**config.mk**
```make
export PLATFORM = sky130hd
export DESIGN_NAME = cla_addsub_seq
export DESIGN_NICKNAME = d
export VERILOG_FILES = /design/src/rtl/cla_addsub_seq.sv
export SDC_FILE = /design/constraint.sdc
export NUM_CORES = 1
export LEC_CHECK = 0
export CORE_MARGIN = 5
export CORE_UTILIZATION = 23
export CTS_CLUSTER_SIZE = 14
export DETAILED_ROUTE_END_ITERATION = 8
export SLEW_MARGIN = 20
export SYNTH_ARGS = -nofsm -noshare
export SYNTH_HDL_FRONTEND = slang
export SYNTH_SLANG_ARGS = --single-unit
```
**constraint.sdc**
```tcl
create_clock -name clk -period 2.97 [get_ports clk]
set_clock_uncertainty 0.2 [all_clocks]
set_input_delay 0.891 -clock clk [delete_from_list [all_inputs] [get_ports clk]]
set_output_delay 0.891 -clock clk [all_outputs]
set_load 0.02 [all_outputs]
```
**src/rtl/cla_addsub_seq.sv**
```systemverilog
// cla_addsub_seq: multi-cycle carry-lookahead adder/subtractor.
//   Splits a WIDTH-bit add/sub into NGROUPS = WIDTH/GROUP lookahead slices and
//   evaluates one slice per clock. The carry between slices is held in a register.
//   Uses an en/ready level handshake.
// Optional build macro: CLA_SINGLE_CYCLE_EN
//   When defined, all slices are chained combinationally and evaluated in one edge.
// Ports:
//   clk, rst_n          clock, async active-low reset
//   en                  request level, held until ready
//   mode                0 = a+b+c_in, 1 = a-b-c_in (c_in is borrow-in)
//   a, b, c_in          operands, latched on the accepting edge
//   result              registered sum/difference
//   c_out, overflow     carry out of MSB (sub: 1 = no borrow), signed overflow
//   zero                result == 0
//   ready, busy         completion level, calculation in progress

// One GROUP-bit slice with full carry lookahead. p = a|b is a valid propagate
// term here because the sum bits are formed from a^b^c, not from p.
module cla_addsub_slice #(
  parameter int GROUP = 4
) (
  input  logic [GROUP-1:0] a,
  input  logic [GROUP-1:0] b,
  input  logic             cin,
  output logic [GROUP-1:0] s,
  output logic             c_out
);
  logic [GROUP-1:0] g, p;
  logic [GROUP:0]   c;
  logic             t;

  always_comb begin
    g = a & b;
    p = a | b;
    c = '0;
    t = 1'b0;
    c[0] = cin;
    for (int i = 1; i <= GROUP; i++) begin
      // carry-in term propagated through every lower bit
      t = cin;
      for (int k = 0; k < i; k++) t = t & p[k];
      c[i] = t;
      // generate at bit j propagated through bits j+1..i-1
      for (int j = 0; j < i; j++) begin
        t = g[j];
        for (int k = j + 1; k < i; k++) t = t & p[k];
        c[i] = c[i] | t;
      end
    end
  end

  assign s     = a ^ b ^ c[GROUP-1:0];
  assign c_out = c[GROUP];
endmodule

module cla_addsub_seq #(
  parameter int WIDTH = 8,
  parameter int GROUP = 4
) (
  input  logic             clk,
  input  logic             rst_n,
  input  logic             en,
  input  logic             mode,
  input  logic [WIDTH-1:0] a,
  input  logic [WIDTH-1:0] b,
  input  logic             c_in,
  output logic [WIDTH-1:0] result,
  output logic             c_out,
  output logic             overflow,
  output logic             zero,
  output logic             ready,
  output logic             busy
);
  localparam int NGROUPS = WIDTH / GROUP;

  typedef enum logic [1:0] {IDLE, CALC, DONE} state_t;
  state_t state, state_nxt;

  logic [WIDTH-1:0] a_r, b_r, full_sum;
  logic             carry_r, sum_cout, last, c_msb;

`ifdef CLA_SINGLE_CYCLE_EN
  logic [NGROUPS:0] ch;
  assign ch[0] = carry_r;
  for (genvar gi = 0; gi < NGROUPS; gi++) begin : g_slice
    cla_addsub_slice #(.GROUP(GROUP)) u_slice (
      .a     (a_r[gi*GROUP +: GROUP]),
      .b     (b_r[gi*GROUP +: GROUP]),
      .cin   (ch[gi]),
      .s     (full_sum[gi*GROUP +: GROUP]),
      .c_out (ch[gi+1])
    );
  end
  assign sum_cout = ch[NGROUPS];
  assign last     = 1'b1;
`else
  localparam int IW = (NGROUPS > 1) ? $clog2(NGROUPS) : 1;
  logic [IW-1:0]    idx_r;
  logic [WIDTH-1:0] psum_r;
  logic [GROUP-1:0] sl_a, sl_b, sl_s;

  always_comb begin
    sl_a = a_r[idx_r*GROUP +: GROUP];
    sl_b = b_r[idx_r*GROUP +: GROUP];
  end

  cla_addsub_slice #(.GROUP(GROUP)) u_slice (
    .a     (sl_a),
    .b     (sl_b),
    .cin   (carry_r),
    .s     (sl_s),
    .c_out (sum_cout)
  );

  // partial sum with the slice being evaluated this edge merged in
  always_comb begin
    full_sum = psum_r;
    full_sum[idx_r*GROUP +: GROUP] = sl_s;
  end

  assign last = (idx_r == IW'(NGROUPS - 1));
`endif

  // carry into the MSB recovered from the MSB sum bit: s = a ^ b ^ c
  assign c_msb = a_r[WIDTH-1] ^ b_r[WIDTH-1] ^ full_sum[WIDTH-1];

  always_ff @(posedge clk or negedge rst_n) begin
    if (!rst_n) state <= IDLE;
    else        state <= state_nxt;
  end

  always_comb begin
    state_nxt = state;
    case (state)
      IDLE:    if (en) state_nxt = CALC;
      CALC:    if (!en) state_nxt = IDLE;
               else if (last) state_nxt = DONE;
      DONE:    if (!en) state_nxt = IDLE;
      default: state_nxt = IDLE;
    endcase
  end

  always_comb begin
    ready = (state == DONE);
    busy  = (state == CALC);
  end

  always_ff @(posedge clk or negedge rst_n) begin
    if (!rst_n) begin
      a_r      <= '0;
      b_r      <= '0;
      carry_r  <= 1'b0;
      result   <= '0;
      c_out    <= 1'b0;
      overflow <= 1'b0;
      zero     <= 1'b1;
`ifndef CLA_SINGLE_CYCLE_EN
      idx_r    <= '0;
      psum_r   <= '0;
`endif
    end else begin
      if (state == IDLE && en) begin
        a_r     <= a;
        // subtract as a + ~b + 1, with borrow-in removing the +1
        b_r     <= mode ? ~b : b;
        carry_r <= c_in ^ mode;
`ifndef CLA_SINGLE_CYCLE_EN
        idx_r   <= '0;
        psum_r  <= '0;
`endif
      end
      // an abort (en low) leaves the previous completed outputs untouched
      if (state == CALC && en) begin
`ifndef CLA_SINGLE_CYCLE_EN
        psum_r  <= full_sum;
        carry_r <= sum_cout;
        idx_r   <= idx_r + 1'b1;
`endif
        if (last) begin
          result   <= full_sum;
          c_out    <= sum_cout;
          overflow <= c_msb ^ sum_cout;
          zero     <= (full_sum == '0);
        end
      end
    end
  end
endmodule

```
==> impl_metrics.toml <==
[drt]
drt-wirelength-per-cell_um = 11.73
antenna_left = 0
vias_per_cell = 4.205
dr.pass1.iters = 4
drt-total-wl_um = 3883
drc = 0
drt-initial-drc-count = 65
vias = 1392

[power_and_ir_drop]
clock_power_share_pct = 16.7
p_comb_share_pct = 47.0
power.total_uw = 2136
seq_power_share_pct = 36.3
ir_drop_mv = 0.3335
power_per_cell_area_nw_per_um2 = 865.7
switching_share_pct = 38.50
internal_power_uw = 1314
p_leak_uw = 0.001097
p_sw_uw = 822.4

[grt]
grt_overflow = 0
grt_usage_pct = 8.220
grt_max_degree = 37
grt_antenna_before_repair = 0
grt_pass1_vias = 1423
grt_pass1_wl_um = 6568

[timing]
finalHoldViolCount = 0
slew_headroom_pct = 65.36
finalMaxSlewViolations = 0
setup_tns_ps = 0
period_needed_ps = 2765
fin_crit_sh_pct = 93.10
setup_viol = 0
worst_pin_slew_ps = 519.0
rsz0062_at_grt = "no"
fmax_mhz = 361.6

[worst_hold_path]
hp-class = "flop to flop"
whs_path_depth = 2

[clocking]
clk_latency_ps = 280
postCtsSetupRepairBufs = 0
cts_tree = "done"
cts_sinks = 36
clk_path_buf_depth = 2
clk_pin_slew_ps = 70
cts_buffers = 5
root_buffer = "clkbuf_8"
htree_levels = 2

[status]
status = "complete, no violations"

[setup_path]
critPathLaunchType = "flop"
crit_arrival_ps = 1670
cp_slowest_cell = "clkdlybuf4s50_1"
timing_worst_setup_path_type = "flop to output port"
cp_top_family = "buffers and inverters"
worstPathCellList = "inv_1, nor2_1, clkdlybuf4s50_1"
worstSetupEndpointType = "output port"
cp_max_fo = 7
r2r_cells = 8
cp_slowest_stage_delay_ps = 610
worstPathRequired_ps = 1880
path_buf_inv = 2
cp.depth = 3

[synth]
yosys.area.top_type = "dfrtp_1"
synthArstFlopShare_pct = 100.0
ys_top_cells_by_area = "dfrtp_1 (47%), nand2_1 (6.2%), ha_1 (5.3%)"
syn_area_um2 = 1883
synth_top_area_share_pct = 46.51
netlist_instances = 184
synth.distinct_cells = 39
syn_nets = 214
yosysMostFrequentCell = "dfrtp_1"
synth-seq-cells = 36
syn_avg_cell_area_um2 = 10.23
synthTopCellsByCount = "dfrtp_1 (35), nand2_1 (31), nor2_1 (13), inv_1 (12), a21oi_1 (11)"
synth_flop_cell = "dfrtp_1"
synth_edf_count = 0
yosysWarnings = 0
seq_area_frac_synth_pct = 47.91

[placed_design]
hpwl_um = 3093
gp_congestion = 0.7765
port_buffers = 33

[die]
die_h_um = 100.5
core_um2 = 8093
ios = 34
design.die.area_um2 = 10100
rows = 33
die_w_um = 100.5
start_util_pct = 23.27

[finish]
final_layout_size_suffix_gt1_share_pct = 14.16
utilization_pct = 30.49
nets = 255
antenna-diode-count = 0
area_growth_pct = 31.03

[run]
maxCapViolations = 0
[final cells by class]
class | count | area (um^2)
Tap cell | 105 | 131.4
Clock buffer | 6 | 82.58
Clock inverter | 2 | 10.01
Timing Repair Buffer | 41 | 390.4
Sequential cell | 36 | 903.4
Fill cell | 891 | 5625
Inverter | 12 | 45.04
Multi-Input combinational cell | 129 | 904.6
[worst register-to-register path, delay by kind of cell, from the launching register on]
| kind | cells | cell delay [ps] |
|---|---|---|
| simple gates | 2 | 640 |
| compound gates | 3 | 610 |
| flops | 1 | 530 |
| mux | 1 | 310 |
| fa+ha+maj | 1 | 220 |
| buf+inv | 1 | 120 |
[cell families (layout without fill, tap and decap cells)]
logic type / count (synthesis) / count (layout) / share of synthesized area, %
simple gates: 60 / 60 / 14.75
flops: 36 / 36 / 47.91
compound gates: 31 / 31 / 11.30
buf+inv: 19 / 61 / 4.053
mux: 17 / 17 / 9.634
xor+xnor: 12 / 12 / 5.981
fa+ha+maj: 9 / 9 / 6.379
[placed cells by master (no fill, tap or decap), drive strengths merged, types with 4 or more instances in the layout]
| cell type | count |
|---|---|
| clkdlybuf4s50 | 33 |
| mux2 | 9 |
| nor3 | 4 |
| buf | 8 |
| nand2 | 31 |
| o21ai | 7 |
| nor2 | 14 |
| xnor2 | 10 |
| ha | 8 |
| inv | 12 |
| mux2i | 8 |
| clkbuf | 6 |
| dfrtp | 35 |
| a21oi | 12 |
[timing repair]
item / in CTS / in global routing
resized for setup: 0 / 1
hold endpoints to repair: 0 / 0
setup endpoints to repair: 0 / 1
hold buffers: 0 / 0
[sequential cells by signal, indices dropped and copies added (netlist names)]
| signal | flops |
|---|---|
| a_r | 8 |
| state | 2 |
| c_out | 1 |
| overflow | 1 |
| zero | 1 |
| carry_r | 1 |
| idx_r | 1 |
| b_r | 8 |
| result | 8 |
| psum_r | 5 |
[worst paths after layout]
kind / slack (ps) / startpoint / endpoint
min: 270 / result[4] / result[4]
min reg2reg: 270 / result[4] / result[4]
max: 200 / state[0] / busy
max in group asynchronous: 1390 / rst_n / zero
max reg2reg: 290 / idx_r / overflow
min in group asynchronous: 810 / rst_n / result[7]
[routing by layer]
metal / GRT usage, % / share of wire [%] / vias to the layer above
met5: 0 / 0 / -
met4: 2.176 / 1.0 / 0
met3: 2.630 / 6.1 / 6
met2: 13.15 / 46 / 38
met1: 10.74 / 47 / 650
li1: - / - / 698
[through the flow]
stage / hold slack (ps) / cells / cell area (um^2) / setup slack, ps
after CTS: 278.5 / 331 / 2466 / 149.9
after floorplan: 241.2 / 184 / 1883 / 66.28
after global placement: 258.5 / 323 / 2374 / 282.1
final: 274.7 / 331 / 2467 / 204.8
after global routing: 305.1 / 331 / 2467 / 106.3
after detailed placement: 259.6 / 323 / 2374 / 163.3
[power by group through the flow]
stage	Clock [uW]	Combinational, uW	Sequential, uW
finish	357	1000	776
global route	391	1110	804
CTS	370	1020	780
detailed placement	0	1020	790
global placement	0	992	784
floorplan	0	613	832
No activity file was read; power rests on OpenSTA's default activity.
